## config.mk

```make
export PLATFORM = sky130hd
export DESIGN_NAME = rcv_pack_flat
export DESIGN_NICKNAME = d
export VERILOG_FILES = /design/src/rtl/rcv_pack_if.sv /design/src/rtl/rcv_pack.sv /design/src/flat_wrapper.sv
export SDC_FILE = /design/constraint.sdc
export NUM_CORES = 1
export LEC_CHECK = 0
export ABC_AREA = 1
export BUFFER_PORTS_ARGS = -buffer_cell sky130_fd_sc_hd__buf_2
export CELL_PAD_IN_SITES_DETAIL_PLACEMENT = 0
export CELL_PAD_IN_SITES_GLOBAL_PLACEMENT = 2
export CORE_MARGIN = 2
export CORE_UTILIZATION = 25
export CTS_CLUSTER_SIZE = 30
export DETAILED_ROUTE_END_ITERATION = 16
export HOLD_SLACK_MARGIN = 0.05
export PLACE_DENSITY = 0.87
export SLEW_MARGIN = 25
export SYNTH_ARGS = -nofsm -noshare
export SYNTH_HDL_FRONTEND = slang
export SYNTH_SLANG_ARGS = --single-unit
```

## constraint.sdc

```tcl
create_clock -name clk -period 1.56 [get_ports clk]
set_input_delay 0.156 -clock clk [delete_from_list [all_inputs] [get_ports clk]]
set_output_delay 0.156 -clock clk [all_outputs]
set_load 0.005 [all_outputs]
```

## src/rtl/rcv_pack_if.sv

```systemverilog
// Bundle between the receive packer, the size tracker, the SPI byte stage and the RX FIFO.
// The packer connects through the slave modport and its environment through master.
interface rcv_pack_if;
   logic [15:0] rcv_size;
   logic        rcv_last;
   logic        rcv_done;
   logic        rcv_clr;
   logic        byte_vld;
   logic [7:0]  byte_dat;
   logic        fifo_full;
   logic        byte_rdy;
   logic        fifo_wr;
   logic [31:0] fifo_wdat;
   logic        rcv_nxtk;
   logic        rx_ovf;

   modport master (
      output rcv_size, rcv_last, rcv_done, rcv_clr, byte_vld, byte_dat, fifo_full,
      input  byte_rdy, fifo_wr, fifo_wdat, rcv_nxtk, rx_ovf
   );

   modport slave (
      input  rcv_size, rcv_last, rcv_done, rcv_clr, byte_vld, byte_dat, fifo_full,
      output byte_rdy, fifo_wr, fifo_wdat, rcv_nxtk, rx_ovf
   );
endinterface

```

## src/rtl/rcv_pack.sv

```systemverilog
// Receive byte packer: gathers SPI bytes little-endian into 32-bit RX FIFO words,
// with the word boundary taken from the size tracker (full words, or a 1-4 byte tail).
module rcv_pack (
   input  logic      clk,
   input  logic      rst,
   rcv_pack_if.slave bus
);
   typedef enum logic [1:0] {IDLE, FILL, PUSH} state_t;

   state_t      state_q, state_d;
   logic [1:0]  idx_q, idx_d;
   logic [31:0] word_q, word_d;
   logic        ovf_q, ovf_d;
   logic        byte_rdy, fifo_wr, accept, last_byte;
   logic [15:0] idx_inc;

   always_comb begin
      state_d  = state_q;
      idx_d    = idx_q;
      word_d   = word_q;
      ovf_d    = ovf_q;
      byte_rdy = 1'b0;
      fifo_wr  = 1'b0;
      accept   = 1'b0;
      idx_inc  = {14'd0, idx_q} + 16'd1;
      // rcv_last implies rcv_size < 5, so a full-width compare equals the 3-bit one
      last_byte = (idx_q == 2'd3) || (bus.rcv_last && (idx_inc == bus.rcv_size));

      case (state_q)
         IDLE: begin
            if (!bus.rcv_done) state_d = FILL;
         end
         FILL: begin
            byte_rdy = !bus.rcv_done;
            accept   = bus.byte_vld && byte_rdy;
            if (bus.rcv_done) begin
               state_d = IDLE;
               idx_d   = 2'd0;
               word_d  = '0;
            end else if (accept) begin
               case (idx_q)
                  2'd0:    word_d[7:0]   = bus.byte_dat;
                  2'd1:    word_d[15:8]  = bus.byte_dat;
                  2'd2:    word_d[23:16] = bus.byte_dat;
                  default: word_d[31:24] = bus.byte_dat;
               endcase
               if (last_byte) begin
                  idx_d   = 2'd0;
                  state_d = PUSH;
               end else begin
                  idx_d = idx_q + 2'd1;
               end
            end
         end
         PUSH: begin
            fifo_wr = !bus.fifo_full;
            if (fifo_wr) begin
               word_d  = '0;
               state_d = FILL;
            end
         end
         default: state_d = IDLE;
      endcase

      if (bus.byte_vld && !byte_rdy) ovf_d = 1'b1;

      // Abort wins over everything in flight, including a pending write and a stray byte
      if (bus.rcv_clr) begin
         state_d  = IDLE;
         idx_d    = 2'd0;
         word_d   = '0;
         ovf_d    = 1'b0;
         byte_rdy = 1'b0;
         fifo_wr  = 1'b0;
      end

      // Reset also masks the combinational strobes so no partial word escapes
      if (rst) begin
         byte_rdy = 1'b0;
         fifo_wr  = 1'b0;
      end
   end

   always_ff @(posedge clk) begin
      if (rst) begin
         state_q <= IDLE;
         idx_q   <= 2'd0;
         word_q  <= '0;
         ovf_q   <= 1'b0;
      end else begin
         state_q <= state_d;
         idx_q   <= idx_d;
         word_q  <= word_d;
         ovf_q   <= ovf_d;
      end
   end

   assign bus.byte_rdy  = byte_rdy;
   assign bus.fifo_wr   = fifo_wr;
   assign bus.rcv_nxtk  = fifo_wr;
   assign bus.fifo_wdat = word_q;
   assign bus.rx_ovf    = ovf_q;
endmodule

```

## src/flat_wrapper.sv

```systemverilog
// flat-port wrapper written by rule: the top's interface ports become plain ports
module rcv_pack_flat 
  (clk, rst, bus_rcv_size, bus_rcv_last, bus_rcv_done, bus_rcv_clr, bus_byte_vld, bus_byte_dat, bus_fifo_full, bus_byte_rdy, bus_fifo_wr, bus_fifo_wdat, bus_rcv_nxtk, bus_rx_ovf);
  rcv_pack_if bus_i ();
  input  logic clk;
  input  logic rst;
  input wire logic [$bits(bus_i.rcv_size)-1:0] bus_rcv_size;
  input wire logic [$bits(bus_i.rcv_last)-1:0] bus_rcv_last;
  input wire logic [$bits(bus_i.rcv_done)-1:0] bus_rcv_done;
  input wire logic [$bits(bus_i.rcv_clr)-1:0] bus_rcv_clr;
  input wire logic [$bits(bus_i.byte_vld)-1:0] bus_byte_vld;
  input wire logic [$bits(bus_i.byte_dat)-1:0] bus_byte_dat;
  input wire logic [$bits(bus_i.fifo_full)-1:0] bus_fifo_full;
  output wire logic [$bits(bus_i.byte_rdy)-1:0] bus_byte_rdy;
  output wire logic [$bits(bus_i.fifo_wr)-1:0] bus_fifo_wr;
  output wire logic [$bits(bus_i.fifo_wdat)-1:0] bus_fifo_wdat;
  output wire logic [$bits(bus_i.rcv_nxtk)-1:0] bus_rcv_nxtk;
  output wire logic [$bits(bus_i.rx_ovf)-1:0] bus_rx_ovf;
  assign bus_i.rcv_size = bus_rcv_size;
  assign bus_i.rcv_last = bus_rcv_last;
  assign bus_i.rcv_done = bus_rcv_done;
  assign bus_i.rcv_clr = bus_rcv_clr;
  assign bus_i.byte_vld = bus_byte_vld;
  assign bus_i.byte_dat = bus_byte_dat;
  assign bus_i.fifo_full = bus_fifo_full;
  assign bus_byte_rdy = bus_i.byte_rdy;
  assign bus_fifo_wr = bus_i.fifo_wr;
  assign bus_fifo_wdat = bus_i.fifo_wdat;
  assign bus_rcv_nxtk = bus_i.rcv_nxtk;
  assign bus_rx_ovf = bus_i.rx_ovf;
  rcv_pack u_core (.clk(clk), .rst(rst), .bus(bus_i));
endmodule
```

# Word-level counts from Yosys, hierarchy flattened
# Index checks and enable logic that the tools add are counted.
dict set report totals {
  out_inout_bits 36
  word_cells 65
  inputBits 31
  register_bits 37
}
dict set report op_classes {
  n_addsub 2
  n_reduce_logical 19
  muxes 23
  eq_ne 14
}
# operator count
set ops {}
lappend ops {{$mux 32} 3}
lappend ops {{$pmux 32 s2} 1}
lappend ops {{$mux 8} 4}
lappend ops {{$reduce_and 4->1} 5}
lappend ops {{$eq 16x16->1} 1}
lappend ops {{$mux 2} 8}
lappend ops {{$ne 3x3->1 const B} 4}
lappend ops {{$eq 2x2->1 const B} 3}
lappend ops {{$mux 1} 6}
lappend ops {{$ne 3x2->1 const B} 2}
lappend ops {{$pmux 2 s3} 1}
lappend ops {{$eq 2x1->1 const B} 2}
lappend ops {{$logic_not 2->1} 2}
lappend ops {{$ne 2x2->1 const B} 2}
lappend ops {{$reduce_bool 2->1} 2}
lappend ops {{$add 2x1->3 const B} 1}
lappend ops {{$logic_and 1x1->1} 3}
lappend ops {{$logic_not 1->1} 3}
lappend ops {{$reduce_or 3->1} 1}
lappend ops {{$add 2x1->2 const B} 1}
lappend ops {{$reduce_and 2->1} 1}
lappend ops {{$reduce_or 2->1} 1}
lappend ops {{$logic_or 1x1->1} 1}

# Depth between registers and ports, before layout
# Gate-level depths: netlist of the first run.
dict set report depth {
  word_depth 8
  depth_mapped 11
  depth_no_buf 11
}

# Least setup slack after synthesis of the first run
# No wires, ideal clock.
dict set report synth_path {
  path_kind {reg2reg}
  startpoint {reg u_core.state_q[1]}
  endpoint {reg u_core.word_q[2], in the netlist u_core.bus.fifo_wdat[2]}
  path_stages_with_launch 12
  synth_period_minus_slack_ps 1448
  required_ps 1447
  arrival_time_ps 1336
  slack_ps 112
  setup_ps 113
  n_path_buf 1
  cell_sequence {dfxtp_1 -> inv_1 -> ha_1 -> nand2_4 -> o22ai_4 -> inv_2 -> nand2_2 -> nor2_4 -> buf_6 -> nand2_1 -> nand2_1 -> nor2_1}
}
dict set report synth_between {
  elab_chain_cells 3
  word_cells_on_any_way 8
  classes_between {5 x eq/ne; 1 x mux; 2 x reduce/logical}
}
# element line_no
set synth_rtl {}
lappend synth_rtl {{start: declaration} rcv_pack.sv:10} ;# state_t state_q, state_d;
lappend synth_rtl {{start signal: assignment} rcv_pack.sv:91} ;# state_q <= state_d;
lappend synth_rtl {{$eq 2x1->1 / $eq 2x2->1 (equally long branches)} rcv_pack.sv:29} ;# case (state_q)
lappend synth_rtl {{$ne 3x3->1 (no line), or another cell as far along} n/a}
lappend synth_rtl {{$reduce_and 4->1 (no line)} n/a}
lappend synth_rtl {{end signal: assignment} rcv_pack.sv:93} ;# word_q <= word_d;
lappend synth_rtl {{end: declaration} rcv_pack.sv:12} ;# logic [31:0] word_q, word_d;
# Parallel ways exist; a longest one is shown, timed or not.
# A chain may end at the register's enable or synchronous reset.

# Final worst setup path of the first run
dict set report layout_path {
  startpoint {reg u_core.state_q[1]}
  endpoint {out bus_byte_rdy}
}
dict set report layout_between {
  elab_chain_cells 4
}
# element line_no
set layout_rtl {}
lappend layout_rtl {{$eq 2x1->1} rcv_pack.sv:29}
lappend layout_rtl {{$mux 1} rcv_pack.sv:29}
lappend layout_rtl {{$mux 1} rcv_pack.sv:68} ;# if (bus.rcv_clr) begin
lappend layout_rtl {{$mux 1} rcv_pack.sv:78} ;# if (rst) begin
lappend layout_rtl {{end: declaration} flat_wrapper.sv:14} ;# output wire logic [$bits(bus_i.byte_rdy)-1:0] bus_byte_rdy;
# No other way between the ends.

==> flow_summary.json, run 1 <==
{
  "die_width_um": 88.0,
  "hold_path_startpoint": "bus_byte_dat[1]",
  "p_leak_nw": 1.21,
  "r2r.worst_path.cells": 11,
  "worst_path_largest_cell_delay_ps": 380,
  "fp.dieArea_mm2": 0.00774,
  "finalWeightedCongestion": 0.807,
  "worstSetupPathType": "register to output port",
  "setup_tns_ps": 0,
  "critical_path_data_required_time_ps": 1400,
  "post_drt_wl_per_cell_um": 10.5,
  "detailroute.via_count": 1762,
  "cts.hold.buffers_added": 0,
  "cts_max_path_buffers": 2,
  "cts-buffers-inserted": 5,
  "drt-total-wl_um": 4550,
  "first_pass_grt_wire_length_um": 6760,
  "netlist.area_leader.share_pct": 42.0,
  "cts_max_level": 2,
  "critical_path.n_buffers_inverters": 3,
  "first_global_vias": 1472,
  "largest_net_degree_at_the_start_of_global_routing": 34,
  "classification_of_the_worst_slack_hold_path": "primary input to register",
  "cts.sinks": 37,
  "sequential_to_total_area_share_from_yosys_stat_pct": 42.0,
  "synth.net_count": 297,
  "floorplan.core_area_mm2": 0.00679,
  "r2r_setup_slack_ps": 80,
  "antenna_cells_inserted": 0,
  "die-height_um": 88.0,
  "most-common-layout-cells": "nand2_1 (66), buf_2 (66), nor2_1 (63)",
  "global_route.usage.total_pct": 11.3,
  "pre_cts_slack_ps": -62.2,
  "post-synth-top-area-cell": "dfxtp_1",
  "grt_overflow": 0,
  "synth_area_mm2": 0.00176,
  "timing.final.setup_violations": 0,
  "hold-worst-slack_ps": 115,
  "netlist-cell-type-count": 22,
  "tritoncts": "built",
  "design.final.nets": 376,
  "critical_path.reg2reg.endpoint": "u_core.bus.fifo_wdat[21]$_SDFFE_PP0P_",
  "cell_types_with_the_largest_area_share_after_synthesis": "dfxtp_1 (42%), nand2_1 (15%), nor2_1 (14%), ha_1 (5.7%), inv_1 (4.7%)",
  "effective_utilization_at_floorplan_pct": 25.9,
  "maxCapViolations": 0,
  "drive_gt1_share_pct": 34.3,
  "io_buffers": 66,
  "layout_setup_ws_ps": 76.0,
  "layout_overhead_on_the_synthesized_area_pct": 44.1,
  "antenna_violations_before_repair": 0,
  "detailedRoute.firstPassIterationCount": 4,
  "endpoint_kind": "output port",
  "ir_worst_vdd_mv": 0.353,
  "cts_root_buf": "clkbuf_8",
  "worst_hold_path.num_cells": 3,
  "clkLatencyLatePin_ps": 290,
  "place_hpwl_um": 3380,
  "number_of_register_bits_inferred_by_synthesis": 37,
  "post-route-period-util_pct": 95.1,
  "remaining_drc_errors": 0,
  "power_density_mw_per_mm2": 946,
  "synth.yosys.warnings": 0,
  "fmaxAchievable_mhz": 674,
  "slew_headroom_pct": 77.1,
  "path_max_fanout": 7,
  "timing.rr.start": "u_core.state_q[1]$_SDFFE_PP0P_",
  "hold_violations": 0,
  "cp.arrival_ps": 1330,
  "io_pins": 67,
  "post_layout_minimum_cycle_time_ps": 1480,
  "floorplan.rows": 30,
  "worstMarginPinSlew_ps": 343,
  "critPathSlowestCell": "dfxtp_4",
  "min_delay_worst_endpoint": "u_core.bus.fifo_wdat[25]$_SDFFE_PP0P_",
  "worst_setup_hold_path_clk_slew_ps": 80,
  "report.final.slew_viol_count": 0,
  "route.detailed.vias_per_inst": 4.06,
  "crit_path_leading_delay_family": "flip-flops",
  "clock_skew_ps": 3.57,
  "syn-instance-count": 258,
  "synth.avg_cell_area_um2": 6.83,
  "layout.core_utilization_pct": 37.4,
  "worstPathCellList": "inv_4 -> ha_4 -> nand2_8 -> buf_4 -> nor2_2 -> buf_2",
  "drt_first_iter_violations": 51,
  "placed_cell_count": 420,
  "status": "completed",
  "drtAntennaViolNets": 0,
  "final_cells": 434,
  "crit_path_start_kind": "register"
}
==> cells in the mapped netlist <==
master    instances
o21ai_1           1
dfxtp_1          37
nor3_1            1
nand2_4           1
nand3_1           4
buf_2             1
inv_1            22
nor2_4            2
o21ai_0          13
nand2_2           2
inv_2             4
buf_4             2
nor2_1           66
ha_1              8
nand2_1          69
o22ai_4           1
nor2_2            3
buf_6             2
nand4_1           1
or2_2             1
a21oi_1          15
clkbuf_1          2
==> flip-flops by register name, summed over array words and instances (netlist names) <==
signal                flops
u_core.bus.fifo_wdat     32
u_core.idx_q              2
u_core.bus.rx_ovf         1
u_core.state_q            2
==> layout make-up <==
type                       instances  area, µm²
timing repair buffer              79        478
clock inverter                     1       30.0
fill                             734       4250
sequential                        37        748
tap                               96        120
inverter                          26        105
multi-input combinational        188        973
clock buffer                       7       86.3
==> stage by stage <==
step,power [mW],instance area (µm²)
finish,2.40,2540
global placement,1.48,2240
floorplan,1.33,1760
CTS,2.40,2420
detailed placement,1.48,2240
global route,2.54,2540
==> power breakdown <==
| group | switching (mW) | internal (mW) | total [mW] |
|---|---|---|---|
| Clock | 0.344 | 0.521 | 0.866 |
| Combinational | 0.285 | 0.231 | 0.516 |
| Sequential | 0.0293 | 0.992 | 1.02 |
| Total | 0.659 | 1.74 | 2.40 |
==> cells by family (layout without fill, tap and decap cells) <==
kind of cell / count (synthesis) / count (layout) / share of synthesized area (%)
AO/OA/AOI/OAI: 30 / 30 / 9.37
adder cells (fa/ha/maj): 8 / 8 / 5.68
buffers and inverters: 33 / 113 / 8.37
flip-flops: 37 / 37 / 42.0
AND/OR/NAND/NOR: 150 / 150 / 34.6
==> worst max path at each step <==
stage / end / cells past startpoint / start
after global placement: u_core.bus.fifo_wdat[19]$_SDFFE_PP0P_ / 10 / u_core.state_q[0]$_SDFFE_PP0P_
after global routing: u_core.bus.fifo_wdat[3]$_SDFFE_PP0P_ / 11 / u_core.state_q[1]$_SDFFE_PP0P_
after CTS: u_core.bus.fifo_wdat[22]$_SDFFE_PP0P_ / 11 / u_core.state_q[0]$_SDFFE_PP0P_
after floorplan: u_core.bus.fifo_wdat[2]$_SDFFE_PP0P_ / 11 / u_core.state_q[1]$_SDFFE_PP0P_
after detailed placement: u_core.bus.fifo_wdat[31]$_SDFFE_PP0P_ / 10 / u_core.state_q[1]$_SDFFE_PP0P_
final: bus_byte_rdy / 6 / u_core.state_q[1]$_SDFFE_PP0P_
==> metal layers <==
layer | routed length [µm] | GRT usage, % | share of wire (%)
met1 | 2250 | 15.9 | 50
met4 | 54 | 3.78 | 1.2
met5 | 0 | 0 | 0
met2 | 1980 | 16.7 | 44
met3 | 257 | 3.20 | 5.7
==> worst reg2reg max path, delay by kind of cell (launching register included) <==
kind	cells	cell delay, ps
buf+inv	3	300
flops	1	380
simple gates	6	410
fa+ha+maj	1	160
compound gates	1	190
==> repair_timing <==
action	in CTS	in global routing
buffers inserted	2	4
pin swaps	2	6
resized for setup	5	21
setup endpoints to repair	21	34
Power figures use the tool's default switching activity.
==> run 2: changes to the inputs <==
- BUFFER_PORTS_ARGS: -buffer_cell sky130_fd_sc_hd__buf_2 -> -buffer_cell sky130_fd_sc_hd__buf_4
- SLEW_MARGIN: 25 -> 0
==> flow_summary.json, run 2 (synthesis results as in run 1) <==
{
  "status": "completed",
  "first_global_vias": 1586,
  "floorplan.rows": 30,
  "layout.cells.most_common": "buf_4",
  "largest_net_degree_at_the_start_of_global_routing": 34,
  "effective_utilization_at_floorplan_pct": 25.9,
  "cts_max_level": 2,
  "drt_first_iter_violations": 48,
  "worstMarginPinSlew_ps": 348,
  "cts_root_buf": "clkbuf_8",
  "drtAntennaViolNets": 0,
  "drt-total-wl_um": 4810,
  "layout.core_utilization_pct": 40.2,
  "cts.sinks": 37,
  "grt_overflow": 0,
  "layout_overhead_on_the_synthesized_area_pct": 55.0,
  "die-height_um": 88.0,
  "clock_skew_ps": 6.59,
  "timing.final.setup_violations": 0,
  "path_max_fanout": 14,
  "first_pass_grt_wire_length_um": 7400,
  "power_density_mw_per_mm2": 900,
  "placed_cell_count": 422,
  "maxCapViolations": 0,
  "detailroute.via_count": 1774,
  "cts-buffers-inserted": 5,
  "worstSetupStartpoint": "u_core.state_q[0]$_SDFFE_PP0P_",
  "post-route-period-util_pct": 95.5,
  "ir_worst_vdd_mv": 0.361,
  "cp.arrival_ps": 1710,
  "die_width_um": 88.0,
  "rsz0062_at_grt": "yes",
  "slew_headroom_pct": 76.5,
  "worst_setup_hold_path_clk_slew_ps": 70,
  "crit_path_start_kind": "register",
  "timing.rr.start": "u_core.state_q[0]$_SDFFE_PP0P_",
  "hold_path_startpoint": "bus_byte_dat[5]",
  "most-common-layout-cells": "buf_4 (77), nor2_1 (62), nand2_1 (61)",
  "worstSetupPathType": "register to register",
  "finalWeightedCongestion": 0.753,
  "cts_max_path_buffers": 2,
  "antenna_cells_inserted": 0,
  "classification_of_the_worst_slack_hold_path": "primary input to register",
  "endpoint_kind": "register",
  "route.detailed.vias_per_inst": 4.08,
  "final_cells": 435,
  "critical_path_data_required_time_ps": 1780,
  "clkLatencyLatePin_ps": 290,
  "remaining_drc_errors": 0,
  "p_leak_nw": 1.25,
  "tritoncts": "built",
  "report.final.slew_viol_count": 0,
  "io_buffers": 66,
  "floorplan.core_area_mm2": 0.00679,
  "largest_reg_flops": 32,
  "post_drt_wl_per_cell_um": 11.1,
  "fmaxAchievable_mhz": 671,
  "global_route.usage.total_pct": 12.3,
  "place_hpwl_um": 3610,
  "design.final.nets": 377,
  "detailedRoute.firstPassIterationCount": 4,
  "antenna_violations_before_repair": 0,
  "fp.dieArea_mm2": 0.00774,
  "io_pins": 67,
  "post_layout_minimum_cycle_time_ps": 1490,
  "hold_violations": 0,
  "drive_gt1_share_pct": 38.1
}
run 2: critical path, stage by stage, from the launching register on:
cell and delay (ps):
dfxtp_4 370, inv_4 80, ha_4 150, inv_4 50, o22ai_4 220, inv_2 70
nand2_4 100, nor2_4 40, buf_12 150, nand2_4 50, nand2_2 40, nor2_1 100
run 2: worst paths after layout:
check             cells after the start                               endpoint  slack, ps
setup / recovery                     11  u_core.bus.fifo_wdat[20]$_SDFFE_PP0P_         70
hold / removal                        3  u_core.bus.fifo_wdat[29]$_SDFFE_PP0P_        120
setup reg to reg                     11  u_core.bus.fifo_wdat[20]$_SDFFE_PP0P_         70
hold reg to reg                       2  u_core.bus.fifo_wdat[23]$_SDFFE_PP0P_        470
run 2: area by class of cell:
type                       instances  area [µm²]
fill                             724        4060
multi-input combinational        189        1020
sequential                        37         751
timing repair buffer              79         618
tap                               96         120
inverter                          26         108
clock buffer                       6        82.6
clock inverter                     2        37.5
run 2: per-stage QoR:
stage               cell area (µm²)  TNS, ps  hold WS (ps)  worst slack [ps]  total power, mW
floorplan                      1760        0           297               112             1.33
global placement               2400     -163           402             -30.3             1.52
detailed placement             2400     -840           416             -80.3             1.52
CTS                            2580        0           110              10.6             2.44
global route                   2730     -188           114             -38.5             2.61
finish                         2730        0           118              70.4             2.46
run 2: repair_timing:
item                       CTS  global route
buffers inserted             2             4
resized for setup            7            35
setup endpoints to repair   21            34
hold buffers                 0             0
pin swaps                    3            11
cloned                       0             1
run 2: where the power goes:
group / internal (mW) / leakage, nW / switching, mW / total [mW]
sequential: 0.993 / 0.303 / 0.0333 / 1.03
combinational: 0.270 / 0.892 / 0.299 / 0.570
clock: 0.520 / 0.0574 / 0.345 / 0.865
run 2: layer usage:
| layer | vias to the layer above | global-route usage [%] | wire [µm] |
|---|---|---|---|
| met1 | 764 | 16.2 | 2220 |
| met4 | 0 | 3.36 | 53 |
| met2 | 57 | 19.5 | 2220 |
| met5 | - | 0 | 0 |
| li1 | 949 | - | - |
| met3 | 4 | 3.58 | 314 |
